[src/rtl/alu_pkg.sv]
// Shared types and defaults for the serial Hack-style ALU.
package alu_pkg;

  localparam int unsigned ALU_WIDTH = 16;
  localparam int unsigned ALU_SLICE = 4;

  typedef enum logic [1:0] {
    IDLE = 2'd0,
    RUN  = 2'd1,
    DONE = 2'd2
  } state_t;

  typedef struct packed {
    logic zx;
    logic nx;
    logic zy;
    logic ny;
    logic f;
    logic no;
  } ctrl_t;

endpackage

[src/rtl/alu_slice.sv]
// Combinational SLICE-bit Hack ALU datapath with carry in/out.
module alu_slice
  import alu_pkg::*;
#(
  parameter int unsigned SLICE = ALU_SLICE
) (
  input  logic [SLICE-1:0] x_i,
  input  logic [SLICE-1:0] y_i,
  input  ctrl_t            ctrl_i,
  input  logic             cin_i,
  output logic [SLICE-1:0] out_o,
  output logic             cout_o
);

  logic [SLICE-1:0] x3_s;
  logic [SLICE-1:0] y3_s;
  logic [SLICE-1:0] o_s;
  logic [SLICE:0]   sum_s;

  // Preset, add-or-and, then optional output negation.
  always_comb begin
    x3_s  = ctrl_i.zx ? {SLICE{ctrl_i.nx}} : (x_i ^ {SLICE{ctrl_i.nx}});
    y3_s  = ctrl_i.zy ? {SLICE{ctrl_i.ny}} : (y_i ^ {SLICE{ctrl_i.ny}});
    sum_s = {1'b0, x3_s} + {1'b0, y3_s} + {{SLICE{1'b0}}, cin_i};
    if (ctrl_i.f) begin
      o_s    = sum_s[SLICE-1:0];
      cout_o = sum_s[SLICE];
    end else begin
      o_s    = x3_s & y3_s;
      cout_o = 1'b0;
    end
    out_o = o_s ^ {SLICE{ctrl_i.no}};
  end

endmodule

[src/rtl/alu_serial.sv]
// Bit-serial (slice-per-cycle) Hack ALU with valid/ready handshakes on both sides.
module alu_serial
  import alu_pkg::*;
#(
  parameter int unsigned WIDTH = ALU_WIDTH,
  parameter int unsigned SLICE = ALU_SLICE
) (
  input  logic             clk,
  input  logic             reset,
  input  logic             in_valid,
  output logic             in_ready,
  input  logic [WIDTH-1:0] x,
  input  logic [WIDTH-1:0] y,
  input  logic             zx,
  input  logic             nx,
  input  logic             zy,
  input  logic             ny,
  input  logic             f,
  input  logic             no,
  output logic             out_valid,
  input  logic             out_ready,
  output logic [WIDTH-1:0] out,
  output logic             zr,
  output logic             ng,
  output logic             cout
);

  localparam int unsigned NSL = WIDTH / SLICE;
  localparam int unsigned KW  = (NSL > 1) ? $clog2(NSL) : 1;

  state_t           state_q;
  ctrl_t            ctrl_q;
  logic [WIDTH-1:0] x_q;
  logic [WIDTH-1:0] y_q;
  logic [WIDTH-1:0] out_q;
  logic [KW-1:0]    k_q;
  logic             carry_q;
  logic             in_ready_q;
  logic             out_valid_q;
  logic             zr_q;
  logic             ng_q;
  logic             cout_q;

  logic [SLICE-1:0] slice_x_d;
  logic [SLICE-1:0] slice_y_d;
  logic [SLICE-1:0] slice_o_d;
  logic             slice_c_d;
  logic [WIDTH-1:0] res_d;

  // Select the active operand slice and merge its result into the running word.
  always_comb begin
    slice_x_d = x_q[k_q*SLICE +: SLICE];
    slice_y_d = y_q[k_q*SLICE +: SLICE];
    res_d     = out_q;
    res_d[k_q*SLICE +: SLICE] = slice_o_d;
  end

  alu_slice #(.SLICE(SLICE)) u_slice (
    .x_i    (slice_x_d),
    .y_i    (slice_y_d),
    .ctrl_i (ctrl_q),
    .cin_i  (carry_q),
    .out_o  (slice_o_d),
    .cout_o (slice_c_d)
  );

  // Control FSM and datapath registers; flags are taken from the merged word on the final slice.
  always_ff @(posedge clk) begin
    if (reset) begin
      state_q     <= IDLE;
      ctrl_q      <= 6'b000000;
      x_q         <= {WIDTH{1'b0}};
      y_q         <= {WIDTH{1'b0}};
      out_q       <= {WIDTH{1'b0}};
      k_q         <= {KW{1'b0}};
      carry_q     <= 1'b0;
      in_ready_q  <= 1'b1;
      out_valid_q <= 1'b0;
      zr_q        <= 1'b0;
      ng_q        <= 1'b0;
      cout_q      <= 1'b0;
    end else begin
      case (state_q)
        IDLE: begin
          if (in_valid && in_ready_q) begin
            x_q        <= x;
            y_q        <= y;
            ctrl_q     <= {zx, nx, zy, ny, f, no};
            out_q      <= {WIDTH{1'b0}};
            k_q        <= {KW{1'b0}};
            carry_q    <= 1'b0;
            zr_q       <= 1'b0;
            ng_q       <= 1'b0;
            cout_q     <= 1'b0;
            in_ready_q <= 1'b0;
            state_q    <= RUN;
          end else begin
            in_ready_q <= 1'b1;
          end
        end
        RUN: begin
          out_q   <= res_d;
          carry_q <= slice_c_d;
          k_q     <= k_q + {{(KW-1){1'b0}}, 1'b1};
          if (k_q == KW'(NSL - 1)) begin
            zr_q        <= (res_d == {WIDTH{1'b0}});
            ng_q        <= res_d[WIDTH-1];
            cout_q      <= slice_c_d;
            out_valid_q <= 1'b1;
            state_q     <= DONE;
          end else begin
            state_q <= RUN;
          end
        end
        DONE: begin
          if (out_ready) begin
            out_valid_q <= 1'b0;
            in_ready_q  <= 1'b1;
            state_q     <= IDLE;
          end else begin
            state_q <= DONE;
          end
        end
        default: begin
          out_valid_q <= 1'b0;
          in_ready_q  <= 1'b1;
          state_q     <= IDLE;
        end
      endcase
    end
  end

  assign in_ready  = in_ready_q;
  assign out_valid = out_valid_q;
  assign out       = out_q;
  assign zr        = zr_q;
  assign ng        = ng_q;
  assign cout      = cout_q;

endmodule

[config.mk]
export PLATFORM = sky130hd
export DESIGN_NAME = alu_serial
export DESIGN_NICKNAME = d
export VERILOG_FILES = /design/src/rtl/alu_pkg.sv /design/src/rtl/alu_slice.sv /design/src/rtl/alu_serial.sv
export SDC_FILE = /design/constraint.sdc
export NUM_CORES = 1
export LEC_CHECK = 0
export ABC_AREA = 1
export BUFFER_PORTS_ARGS = -buffer_cell sky130_fd_sc_hd__clkbuf_2
export CAP_MARGIN = 20
export CORE_MARGIN = 3
export CORE_UTILIZATION = 50
export DETAILED_ROUTE_END_ITERATION = 7
export HOLD_SLACK_MARGIN = 0.12
export MAX_ROUTING_LAYER = met4
export PLACE_DENSITY = 0.76
export SLEW_MARGIN = 40
export SYNTH_ARGS = -nofsm -noshare
export SYNTH_HDL_FRONTEND = slang
export SYNTH_SLANG_ARGS = --single-unit
export TNS_END_PERCENT = 1
[constraint.sdc]
create_clock -name clk -period 3.3 [get_ports clk]
set_input_delay 0.33 -clock clk [delete_from_list [all_inputs] [get_ports clk]]
set_output_delay 0.33 -clock clk [all_outputs]
set_load 0.1 [all_outputs]
# After elaboration in Yosys (flattened, before gate mapping)

Cells that the tools add are included.

Logic and storage cells: 73
Bits of input ports: 42
Output and inout port bits: 21
Register bits: 64

Bitwise gates (word level): 6
Equal/unequal tests: 6
Shifts and indexed selects: 4
Reductions and logical operators: 9
Add/sub/neg operators: 4
Mux-type cells: 27

Operator list:

| cell                                                                    | number |
|---|---|
| 4-bit negation with 34-bit output                                       | 1 |
| 4-bit by 34-bit variable shift with 16-bit output, first input constant | 1 |
| 4-bit by 34-bit indexed part select with 16-bit output                  | 1 |
| 16-bit one-hot mux with 2 select lines                                  | 1 |
| 16-bit by 5-bit indexed part select with 4-bit output                   | 2 |
| 16-bit bitwise mux                                                      | 1 |
| 16-bit logical NOT                                                      | 1 |
| 16-bit 2-to-1 mux                                                       | 1 |
| 4-bit 2-to-1 mux                                                        | 3 |
| 4-bit XOR                                                               | 3 |
| 1-bit 2-to-1 mux                                                        | 9 |
| 2-bit 2-to-1 mux                                                        | 4 |
| 1-bit one-hot mux with 2 select lines                                   | 4 |
| 2-bit != test, second input constant                                    | 3 |
| 1-bit one-hot mux with 3 select lines                                   | 2 |
| 2-bit one-hot mux with 3 select lines                                   | 1 |
| 2-bit AND reduction                                                     | 3 |
| 3-bit AND reduction                                                     | 2 |
| 4-bit by 4-bit adder with 5-bit output                                  | 1 |
| 5-bit by 1-bit adder with 5-bit output                                  | 1 |
| 4-bit AND                                                               | 1 |
| 2-bit equality test, second input constant                              | 2 |
| 2-bit one-hot mux with 2 select lines                                   | 1 |
| 2-bit by 1-bit adder with 2-bit output, second input constant           | 1 |
| other kinds (5)                                                         | 6 |

# Logic depth before layout (Yosys ltp)

Gate-level depths: netlist of run 1.

Depth after elaboration: 12
Depth in mapped cells: 25
Gate-level depth less buffers: 23

# Modules after synthesis

A second synthesis of run 1 with hierarchy kept.

Cell total of the unflattened synthesis: 479
Area, all modules: 3239.4 um^2

By module, submodules not included:

| module     | instances | cells an instance | area an instance (um^2) |
|---|---|---|---|
| alu_serial | 1         | 416               | 2881.5 |
| alu_slice  | 1         | 63                | 357.8 |

# Worst setup path before layout of run 1

OpenSTA, ideal clock, no wires.

Kind: reg2reg
Start: register k_q[0]
End: register zr_q, in the netlist zr
Arrival time: 3009 ps
Slack: 225 ps
Period minus slack after synthesis: 3075 ps
Stages on the path, launching flop included: 23
Required time: 3233 ps
Cell sequence: dfxtp_1 buf_2 inv_1 buf_2 o21ai_0 o22ai_1 nand2_1 xor2_1 inv_1 fa_1 fa_1 nand2_1 nand3_2 nand2_2 nand2_1 nand2_1 nor2_1 nand3_1 nor2_1 nand3_1 nor2_1 nand2_1 a21oi_2

Cells in the longest elaborated chain, start to end: 12
Elaborated cells on any way between the ends: 21
Classes of those cells: 3 x add/sub; 2 x eq/ne; 4 x shift; 6 x mux; 4 x bitwise; 2 x reduce/logical

RTL lines:

| item                                                                     | RTL line                           | text |
|---|---|---|
| from (decl)                                                              | alu_serial.sv:36                   | `logic [KW-1:0] k_q;` |
| from (signal assigned)                                                   | alu_serial.sv:75                   | `k_q <= {KW{1'b0}};` |
| from (signal assigned)                                                   | alu_serial.sv:90                   | `k_q <= {KW{1'b0}};` |
| from (signal assigned)                                                   | alu_serial.sv:104                  | `k_q <= k_q + {{(KW-1){1'b0}}, 1'b1};` |
| 16-bit by 5-bit indexed part select with 4-bit output (on tied branches) | alu_serial.sv:52, alu_serial.sv:53 |  |
| 4-bit XOR (on tied branches)                                             | alu_slice.sv:22, alu_slice.sv:23   |  |
| 4-bit 2-to-1 mux (on tied branches)                                      | alu_slice.sv:22, alu_slice.sv:23   |  |
| 4-bit by 4-bit adder with 5-bit output                                   | alu_slice.sv:24                    | `sum_s = {1'b0, x3_s} + {1'b0, y3_s} + {{SLICE{1'b0}}, cin_i};` |
| 5-bit by 1-bit adder with 5-bit output                                   | alu_slice.sv:24                    |  |
| 4-bit 2-to-1 mux                                                         | alu_slice.sv:25                    | `if (ctrl_i.f) begin` |
| 4-bit XOR                                                                | alu_slice.sv:32                    | `out_o = o_s ^ {SLICE{ctrl_i.no}};` |
| 4-bit by 34-bit indexed part select with 16-bit output                   | alu_serial.sv:55                   | `res_d[k_q*SLICE +: SLICE] = slice_o_d;` |
| 16-bit bitwise mux                                                       | alu_serial.sv:55                   |  |
| 16-bit logical NOT                                                       | alu_serial.sv:106                  | `zr_q <= (res_d == {WIDTH{1'b0}});` |
| 1-bit 2-to-1 mux                                                         | alu_serial.sv:105                  | `if (k_q == KW'(NSL - 1)) begin` |
| 1-bit one-hot mux with 2 select lines                                    | alu_serial.sv:83                   | `case (state_q)` |
| to (signal assigned)                                                     | alu_serial.sv:106                  |  |
| to (decl)                                                                | alu_serial.sv:40                   | `logic zr_q;` |

Parallel ways exist; a longest one is shown, timed or not. The select of a mux whose other input is x is not followed.
A chain may end at the register's enable or synchronous reset.

# Worst setup path in the final report of run 1

Same ends and word-level chain as after synthesis.

==> qor.txt, run 1 <==
Growth of design area from synthesis to finish -> 18.0%
Post-synth EDFFs -> 0
Placed cell count -> 611
Num CTS Buffers -> 9
Chip Height -> 87.7 um
Multi-input logic area -> 1830 um2
CTS Root Cell -> clkbuf_8
CORE AREA -> 6420 um2
Post-DR wirelength/cell -> 13.4 um
Fmax -> 324 MHz
GPL Wtd Cong -> 0.955
Pwr dens -> 551 nW/um2
Synth unique cells -> 31
Endpoint type of the worst setup path -> flip-flop
Via Count -> 3302
Main flop type after synthesis -> dfxtp_1
Worst r2r src -> k_q[0]
Peak supply drop -> 0.000323 V
Top Usage Layer GRT -> met2
Max FO, Critical Path -> 7
Seq cells post-synth -> 64
ANT cells -> 0
Max-cap violation count -> 0
DRT antenna net count -> 0
Clock Latency Late Sink -> 0.34 ns
FF-to-FF setup slack -> 0.21 ns
Fin cells -> 630
Tightest Hold Check Type -> primary input to flip-flop
Reg2reg path depth -> 21
Initial antenna violation count -> 0
Max Transition Viols Final -> 0
Sequential area share after synthesis -> 0.384
Period utilisation layout -> 0.935
Nets -> 602
Vias per cell -> 5.24
Async S/R FF share, synth -> 0
Final min period -> 3.09 ns
Die X-Extent -> 87.7 um
# rows -> 29
CTS sink cnt -> 64
Hold Crit Endpoint -> y_q[3]
I/O Pins -> 63
Syn Area/Cell -> 6.80 um2
Setup CP Type -> flip-flop to flip-flop
Vias in the first global route -> 3022
Met3 GRT Util -> 0.0320
Post-Synthesis Cells -> 490
Mapped cell area -> 3330 um2
Crit path DAT -> 3.36 ns
CTS max path bufs -> 2
Pleak -> 1.77 nW
DRC viols -> 0
Largest net degree at the start of global routing -> 47
Worst setup SP type -> flip-flop
Drt first pass iters -> 5
Hold depth -> 3
Final setup fails -> 0
Setup TNS -> 0 ns
Worst endpoint required time -> 3.57 ns
Critical R2R Capture -> zr
Hold path startpoint -> y[3]
Grt met1 use -> 0.337
Fillers -> 587
Clock Skews -> 0.0104 ns
Met2 usage -> 0.339
Final Hold Fails -> 0
Initial Util -> 0.519
Total GRT Usage -> 0.239
Synth Net Count -> 544
Fraction of layout cells with a size suffix above 1 -> 0.230
Final WL -> 8450 um
Slew HR -> 0.592
Final HPWL DP -> 5940 um
Post-synth top area share -> 0.384
# hold bufs at CTS -> 0
Initial DRC count -> 200
H-tree Lvls -> 3
Reg area -> 1280 um2
Clock Pin Slew Worst Setup and Hold Paths -> 0.08 ns
Port bufs -> 62
Ys Warns -> 0
Synth area leader -> dfxtp_1
Top cells by area, synth -> dfxtp_1 38%, nand2_1 11%, nor2_1 10%
Status -> complete, no violations
Global-route wire length before repair -> 14100 um
Gr ovfl total -> 0
Least-Margin Pin Slew -> 0.612 ns
CTS tree -> yes
Die area -> 7690 um2
Yosys cell counts, types with 4 or more instances:
master / n
a21oi_1: 31
buf_1: 4
buf_2: 6
clkbuf_1: 12
dfxtp_1: 64
ha_1: 10
inv_1: 34
inv_2: 6
nand2_1: 98
nand2_2: 5
nand3_1: 20
nand3_2: 4
nand4_1: 8
nor2_1: 92
o21ai_0: 61
o22ai_1: 8
xor2_1: 8
sequential cells by signal (all words and copies together), names as in the netlist, 2 cells and up:
register	count
y_q	16
x_q	16
k_q	2
ctrl_q	6
state_q	2
out	16
placed cells by master, fill, tap and decap left out, types with 8 or more instances in the layout:
cell type	count
nand4_1	8
o21ai_0	59
inv_2	9
clkbuf_2	62
a21oi_1	31
clkbuf_8	10
inv_1	31
buf_4	8
nand3_1	18
nand2_1	96
dfxtp_1	62
o22ai_1	8
nor2_1	90
ha_1	10
worst max path at each step:
stage | start | endpoint | slack, ns | depth (start not counted)
5_1_grt | k_q[0] | zr | -0.04 | 20
4_1_cts | k_q[0] | zr | 0.12 | 23
2_1_floorplan | k_q[0] | zr | 0.22 | 22
6_report | k_q[0] | zr | 0.21 | 21
3_5_place_dp | k_q[0] | zr | 0.15 | 23
3_3_place_gp | k_q[1] | zr | 0.28 | 20
power by group:
group | internal, mW | switching [mW] | total (mW)
Clock | 0.295 | 0.332 | 0.627
Combinational | 0.220 | 0.441 | 0.661
Sequential | 0.834 | 0.0452 | 0.880
Total | 1.35 | 0.818 | 2.17
through the flow:
step           power [mW]  setup slack [ns]  utilization  area [um2]  hold slack (ns)
2_1_floorplan        1.37             0.225            -        3330            0.399
3_3_place_gp         1.49             0.276        0.572        3680            0.455
3_5_place_dp         1.51             0.153        0.572        3680            0.468
4_1_cts              2.14             0.117        0.601        3860            0.221
5_1_grt              2.30           -0.0395        0.613        3940            0.250
6_report             2.17             0.214        0.613        3940            0.231
metal layers:
| metal | part of all wire | routed length, um |
|---|---|---|
| met1 | 0.50 | 4260 |
| met2 | 0.43 | 3630 |
| met3 | 0.046 | 385 |
| met4 | 0.022 | 184 |
| met5 | 0 | 0 |
timing repair:
action / CTS / global route
endpoints found under the setup margin: 0 / 1
setup buffers: 0 / 3
gates resized for setup: 0 / 19
kinds of logic after synthesis:
family	synth area share
AND/OR/NAND/NOR	0.300
flip-flops	0.384
AO/OA/AOI/OAI	0.163
adder cells (fa/ha/maj)	0.0495
buffers and inverters	0.0822
XOR/XNOR	0.0210
final cells by class:
cell class	count	area share
Multi-Input combinational cell	359	0.465
Sequential cell	64	0.326
Timing Repair Buffer	71	0.0970
Inverter	43	0.0417
Clock buffer	10	0.0350
Tap cell	77	0.0245
Clock inverter	6	0.0111
critical path, cell delays in order (launching register included):
cell	delay [ns]
dfxtp_2	0.34
buf_6	0.13
buf_4	0.15
nor2_2	0.07
o22ai_1	0.07
nand2_1	0.09
xor2_2	0.17
inv_1	0.08
fa_2	0.39
fa_2	0.55
nand2_1	0.06
nand3_2	0.10
nand2_4	0.07
nand4_1	0.08
nand2_1	0.09
nor2_2	0.10
nand2_1	0.05
nor2_1	0.11
nand2_1	0.07
nor2_2	0.07
nand2_1	0.06
a21oi_2	0.10
Power figures use the tool's default switching activity.
==> run 2: changes to the inputs <==
Settings changed: CORE_UTILIZATION 50 to 55, PLACE_DENSITY 0.76 to 0.79, SKIP_LAST_GASP set to 1.
Clock period 3.3 ns to 3.2 ns, I/O delays scaled along.
==> run 2 against run 1 <==
  * Die area down 8.5%
  * Clock power is 8.8% lower
  * Critical path type unchanged
  * Highest routed layer unchanged
  * Critical path depth fell by 1
  * First-iteration DRC count up 18%
  * Clock skew down 0.0043 ns
  * Maximum frequency rose by 1.8%
==> qor.txt, run 2 (synthesis results as in run 1) <==
Fin cells -> 624
Pwr dens -> 550 nW/um2
I/O Pins -> 63
Clock Latency Late Sink -> 0.34 ns
Vias per cell -> 5.32
Via Count -> 3320
Max FO, Critical Path -> 7
DRT antenna net count -> 0
Fillers -> 511
Gr ovfl total -> 0
Pleak -> 1.76 nW
CTS tree -> yes
RSZ-0062 raised after global routing -> yes
FF-to-FF setup slack -> 0.17 ns
Largest net degree at the start of global routing -> 47
Clock Pin Slew Worst Setup and Hold Paths -> 0.07 ns
Placement Setup Slack -> 0.00713 ns
Status -> complete, no violations
CTS Root Cell -> clkbuf_8
Fmax -> 330 MHz
Most frequent CP cell -> nand2_1
Hold Crit Endpoint -> x_q[12]
Peak supply drop -> 0.000333 V
Fraction of layout cells with a size suffix above 1 -> 0.212
Hold depth -> 3
# rows -> 27
Initial DRC count -> 236
Die X-Extent -> 83.9 um
Grt met1 use -> 0.334
CTS max path bufs -> 2
Max Transition Viols Final -> 0
Initial Util -> 0.588
Top delay family on crit path -> simple AND/OR/NAND/NOR gates
Initial antenna violation count -> 0
Reg2reg path depth -> 20
Multi-input logic area -> 1800 um2
Slew HR -> 0.530
Clock Skews -> 0.00610 ns
Vias in the first global route -> 2931
Setup TNS -> 0 ns
Worst-path cell chain -> buf_12 -> o21ai_1 -> o22ai_1 -> nand2_1 -> xor2_2 -> inv_1 -> fa_2 -> fa_2 -> nand2_1 -> nand3_2 -> nand2_2 -> nand2_1 -> nand2_1 -> nor2_1 -> nand3_1 -> nor2_1 -> nand3_1 -> nor2_1 -> nand2_1 -> a21oi_2
Period utilisation layout -> 0.948
Critical R2R Capture -> zr
Crit path DAT -> 3.30 ns
Hold slack -> 0.230 ns
Hold path startpoint -> x[12]
Overall Power -> 2.14 mW
Nets -> 602
Post-DR wirelength/cell -> 12.6 um
Setup CP Type -> flip-flop to flip-flop
Final Cell Area -> 3890 um2
CORE AREA -> 5680 um2
Layout Utilization -> 0.685
Worst r2r src -> k_q[0]
Worst setup SP type -> flip-flop
Reg area -> 1290 um2
Final setup fails -> 0
# hold bufs at CTS -> 0
Global-route wire length before repair -> 13400 um
Chip Height -> 83.9 um
ANT cells -> 0
DRC viols -> 0
Growth of design area from synthesis to finish -> 16.5%
WP buf/inv -> 2
Met2 usage -> 0.337
Die area -> 7030 um2
Worst path slowest cell -> fa_2
Endpoint type of the worst setup path -> flip-flop
Final Hold Fails -> 0
Port bufs -> 62
Tightest Hold Check Type -> primary input to flip-flop
GPL Wtd Cong -> 0.897
Worst endpoint required time -> 3.47 ns
Placed cell count -> 605
Final HPWL DP -> 5740 um
Num CTS Buffers -> 9
Max-cap violation count -> 0
Total GRT Usage -> 0.237
Final WL -> 7850 um
Most common cell after layout, fill and taps aside -> nand2_1
CP max stage delay -> 0.54 ns
Least-Margin Pin Slew -> 0.705 ns
Met3 GRT Util -> 0.0415
Setup ws final -> 0.167 ns
H-tree Lvls -> 3
Top Usage Layer GRT -> met2
CTS sink cnt -> 64
Final min period -> 3.03 ns
Drt first pass iters -> 5
Cell Area, Placed -> 3670 um2
Most frequent cells in the layout -> 98 x nand2_1, 92 x nor2_1, 62 x dfxtp_1, 62 x clkbuf_2, 58 x o21ai_0
## run 2: cell count changes in the layout (fill, tap and decap cells not counted), moves of 2 or more
cell,change
nand2_1,+2
clkbuf_1,+2
nand3_1,+2
nand3_2,-2
o21ai_1,+2
nor2_2,-2
clkinv_4,-2
nor2_1,+2
## run 2: cell type report
class | count | area share
multi-input cells | 359 | 0.463
flip-flops and latches | 64 | 0.331
repair buffers | 71 | 0.100
inverters | 43 | 0.0428
clock buffers | 11 | 0.0338
well taps | 72 | 0.0232
clock inverters | 4 | 0.00580
## run 2: per-layer routing
metal,routed length [um],part of all wire,vias to the layer above
met3,407,0.052,14
li1,-,-,1697
met4,133,0.017,0
met2,3470,0.44,84
met1,3850,0.49,1525
met5,0,0,-
## run 2: worst reg2reg max path: cells and delay by family, from the launching register on
| family | cells | cell delay (ns) |
|---|---|---|
| compound gates | 3 | 0.34 |
| buf+inv | 2 | 0.21 |
| fa+ha+maj | 2 | 0.91 |
| flops | 1 | 0.37 |
| xor+xnor | 1 | 0.17 |
| simple gates | 12 | 0.97 |
## run 2: how the worst max path moves through the flow
stage,to,cells after the start,slack (ns),start
CTS,zr,20,0.004,k_q[1]
detailed placement,zr,20,0.007,k_q[0]
global placement,zr,20,0.15,k_q[1]
global route,zr,20,-0.04,k_q[0]
floorplan,zr,22,0.12,k_q[0]
finish,zr,20,0.17,k_q[0]
## run 2: report_power, final
group	internal, mW	total (mW)	switching [mW]
registers	0.861	0.906	0.0453
clock network	0.273	0.572	0.299
logic	0.228	0.660	0.432
total	1.36	2.14	0.776
## run 2: repair_timing
| item | 4_1_cts | 5_1_grt |
|---|---|---|
| endpoints found under the hold margin | 0 | 0 |
| setup buffers | 0 | 4 |
| setup endpoints to repair | 1 | 7 |
| gates resized for setup | 2 | 11 |
| pin swaps | 0 | 5 |
==> run 3: changes to the inputs <==
Settings changed: ABC_AREA 1 to not set, PLACE_DENSITY 0.79 to 0.8.
==> run 3 against run 2 <==
  * Clock power increased by 20%
  * Critical path depth decreased by 8
  * Hold slack got worse by 0.042 ns
  * Maximum frequency decreased by 5.0%
  * Power decreased by 6.5%
  * Register-to-register slack got worse by 0.16 ns
  * Final cell count decreased by 17%
  * First-iteration DRC count decreased by 14%
  * Routed wire length increased by 4.0%
  * Largest cell class unchanged
==> qor.txt, run 3 <==
Status -> complete, no violations
Initial Util -> 0.574
Clock Pin Slew Worst Setup and Hold Paths -> 0.07 ns
Worst path slowest cell -> mux4_2
ANT cells -> 0
Global-route wire length before repair -> 12800 um
Top cells by area, synth -> dfxtp_1 40%, nand2_1 10%, a21oi_1 8.0%
Endpoint type of the worst setup path -> flip-flop
Crit path DAT -> 3.46 ns
CTS sink cnt -> 64
Ys Warns -> 0
# rows -> 27
Pleak -> 1.55 nW
Clk pwr share -> 0.343
Clock Skews -> 0.00930 ns
Top Usage Layer GRT -> met2
Fillers -> 451
Die X-Extent -> 82.3 um
Final HPWL DP -> 5620 um
Multi-input logic area -> 1920 um2
Most common cell after layout, fill and taps aside -> nand2_1
Commonest cells in the netlist -> 89 x nand2_1, 64 x dfxtp_1, 51 x a21oi_1
Synth area leader -> dfxtp_1
Initial DRC count -> 204
Seq pwr share -> 0.438
Synth unique cells -> 48
Worst r2r src -> k_q[0]
Port bufs -> 62
CP max stage delay -> 0.53 ns
Mapped cell area -> 3200 um2
Hold depth -> 3
GPL Wtd Cong -> 0.842
Fmax -> 313 MHz
Slew HR -> 0.518
Post-synth EDFFs -> 0
Final Cell Area -> 3920 um2
Main flop type after synthesis -> dfxtp_1
Count leader, synth -> nand2_1
Max FO, Critical Path -> 4
Via Count -> 2970
Async S/R FF share, synth -> 0
Fraction of layout cells with a size suffix above 1 -> 0.275
Gr ovfl total -> 0
Post-Synthesis Cells -> 384
Die area -> 6770 um2
Max-cap violation count -> 0
Hold path startpoint -> x[1]
Cell Area, Placed -> 3580 um2
Grt met1 use -> 0.339
Placement Setup Slack -> -0.0164 ns
Growth of design area from synthesis to finish -> 22.3%
Vias in the first global route -> 2686
Final setup fails -> 0
Switching share of power -> 0.310
Seq cells post-synth -> 64
Setup ws final -> 0.00726 ns
Worst endpoint required time -> 3.46 ns
FF-to-FF setup slack -> 0.007 ns
Num CTS Buffers -> 9
Worst setup SP type -> flip-flop
Tightest Hold Check Type -> primary input to flip-flop
Drt first pass iters -> 5
Met3 GRT Util -> 0.0401
Met2 usage -> 0.379
Final WL -> 8170 um
Pwr dens -> 511 nW/um2
Final Hold Fails -> 0
DRT antenna net count -> 0
Setup CP Type -> flip-flop to flip-flop
Hold Crit Endpoint -> x_q[1]
Post-DR wirelength/cell -> 15.7 um
Nets -> 497
Reg area -> 1280 um2
CORE AREA -> 5570 um2
Synth Net Count -> 438
RSZ-0062 raised after global routing -> yes
I/O Pins -> 63
H-tree Lvls -> 3
Syn Area/Cell -> 8.34 um2
CTS max path bufs -> 2
Max Transition Viols Final -> 0
CTS tree -> yes
Initial antenna violation count -> 0
Total internal power -> 1.38 mW
Reg2reg path depth -> 12
Post-synth top area share -> 0.400
Clock Latency Late Sink -> 0.34 ns
Gate power share -> 0.219
Vias per cell -> 5.71
Worst-path cell chain -> mux4_2 -> nand2b_4 -> xnor2_4 -> inv_2 -> fa_2 -> fa_2 -> xnor2_4 -> and3b_1 -> o22ai_2 -> nor2_1 -> o2111ai_1 -> o31ai_2
Setup TNS -> 0 ns
Chip Height -> 82.3 um
Largest net degree at the start of global routing -> 43
Most frequent cells in the layout -> 88 x nand2_1, 63 x dfxtp_1, 62 x clkbuf_2, 50 x a21oi_1, 27 x nor2_1
Least-Margin Pin Slew -> 0.721 ns
Period utilisation layout -> 0.998
Final min period -> 3.19 ns
DRC viols -> 0
# hold bufs at CTS -> 0
Critical R2R Capture -> zr
Peak supply drop -> 0.000344 V
Total GRT Usage -> 0.254
CTS Root Cell -> clkbuf_8
Psw -> 0.620 mW
Sequential area share after synthesis -> 0.400
## run 3: cell count changes in the layout (fill, tap and decap cells not counted), sizes merged, moves of 15 or more
cell   delta
a21oi    +18
nand3    -18
nor2     -67
o21ai    -58
nand2    -15
inv      -33
## run 3: cell families after synthesis
logic type,share of synthesized area
multiplexers,0.0629
adder cells (fa/ha/maj),0.0516
buffers and inverters,0.0395
AO/OA/AOI/OAI,0.184
XOR/XNOR,0.0356
AND/OR/NAND/NOR,0.226
flip-flops,0.400
## run 3: worst max-delay path by stage
stage	slack, ns	end	depth (start not counted)	start
floorplan	0.05	zr	13	k_q[0]
global placement	0.11	zr	12	k_q[0]
detailed placement	-0.02	out[2]	12	k_q[0]
CTS	-0.008	zr	12	k_q[0]
global route	-0.12	ng	11	k_q[0]
finish	0.007	zr	12	k_q[0]
## run 3: repair_timing
item | CTS | global route
pin swaps | 1 | 14
resized for setup | 2 | 21
endpoints found under the hold margin | 0 | 0
setup buffers | 0 | 3
endpoints found under the setup margin | 5 | 14
## run 3: power groups by stage
stage | combinational [mW] | clock (mW) | sequential (mW)
finish | 0.438 | 0.686 | 0.876
global route | 0.477 | 0.731 | 0.880
CTS | 0.382 | 0.694 | 0.872
detailed placement | 0.371 | 0 | 0.889
global placement | 0.358 | 0 | 0.888
floorplan | 0.267 | 0 | 0.891
## run 3: worst max-delay path: cells and delay by family, from the launching register on
| kind | cells | cell delay [ns] |
|---|---|---|
| xor gates and xnor gates | 2 | 0.37 |
| DFF | 1 | 0.38 |
| AOI/OAI and AO/OA | 3 | 0.45 |
| adders and majority gates | 2 | 0.84 |
| muxes | 1 | 0.53 |
| buffers and inverters | 1 | 0.06 |
| and+or+nand+nor | 3 | 0.48 |
## run 3: area by class of cell
cell class                      count  area share
Clock buffer                        9      0.0316
Clock inverter                      7      0.0179
Inverter                            7     0.00671
Multi-Input combinational cell    287       0.489
Sequential cell                    64       0.328
Tap cell                           72      0.0230
Timing Repair Buffer               74       0.103
## run 3: stage by stage
step	util	std cells	power [mW]	hold slack (ns)
after floorplan	-	384	1.16	0.433
after global placement	0.642	501	1.25	0.442
after detailed placement	0.642	501	1.26	0.448
after CTS	0.679	517	1.95	0.179
after global routing	0.702	520	2.09	0.190
final	0.702	520	2.00	0.188
## run 3: per-layer routing
| layer | vias to the layer above | wire [um] |
|---|---|---|
| met4 | 0 | 167 |
| met5 | - | 0 |
| met2 | 97 | 3960 |
| li1 | 1443 | - |
| met3 | 14 | 371 |
| met1 | 1416 | 3680 |
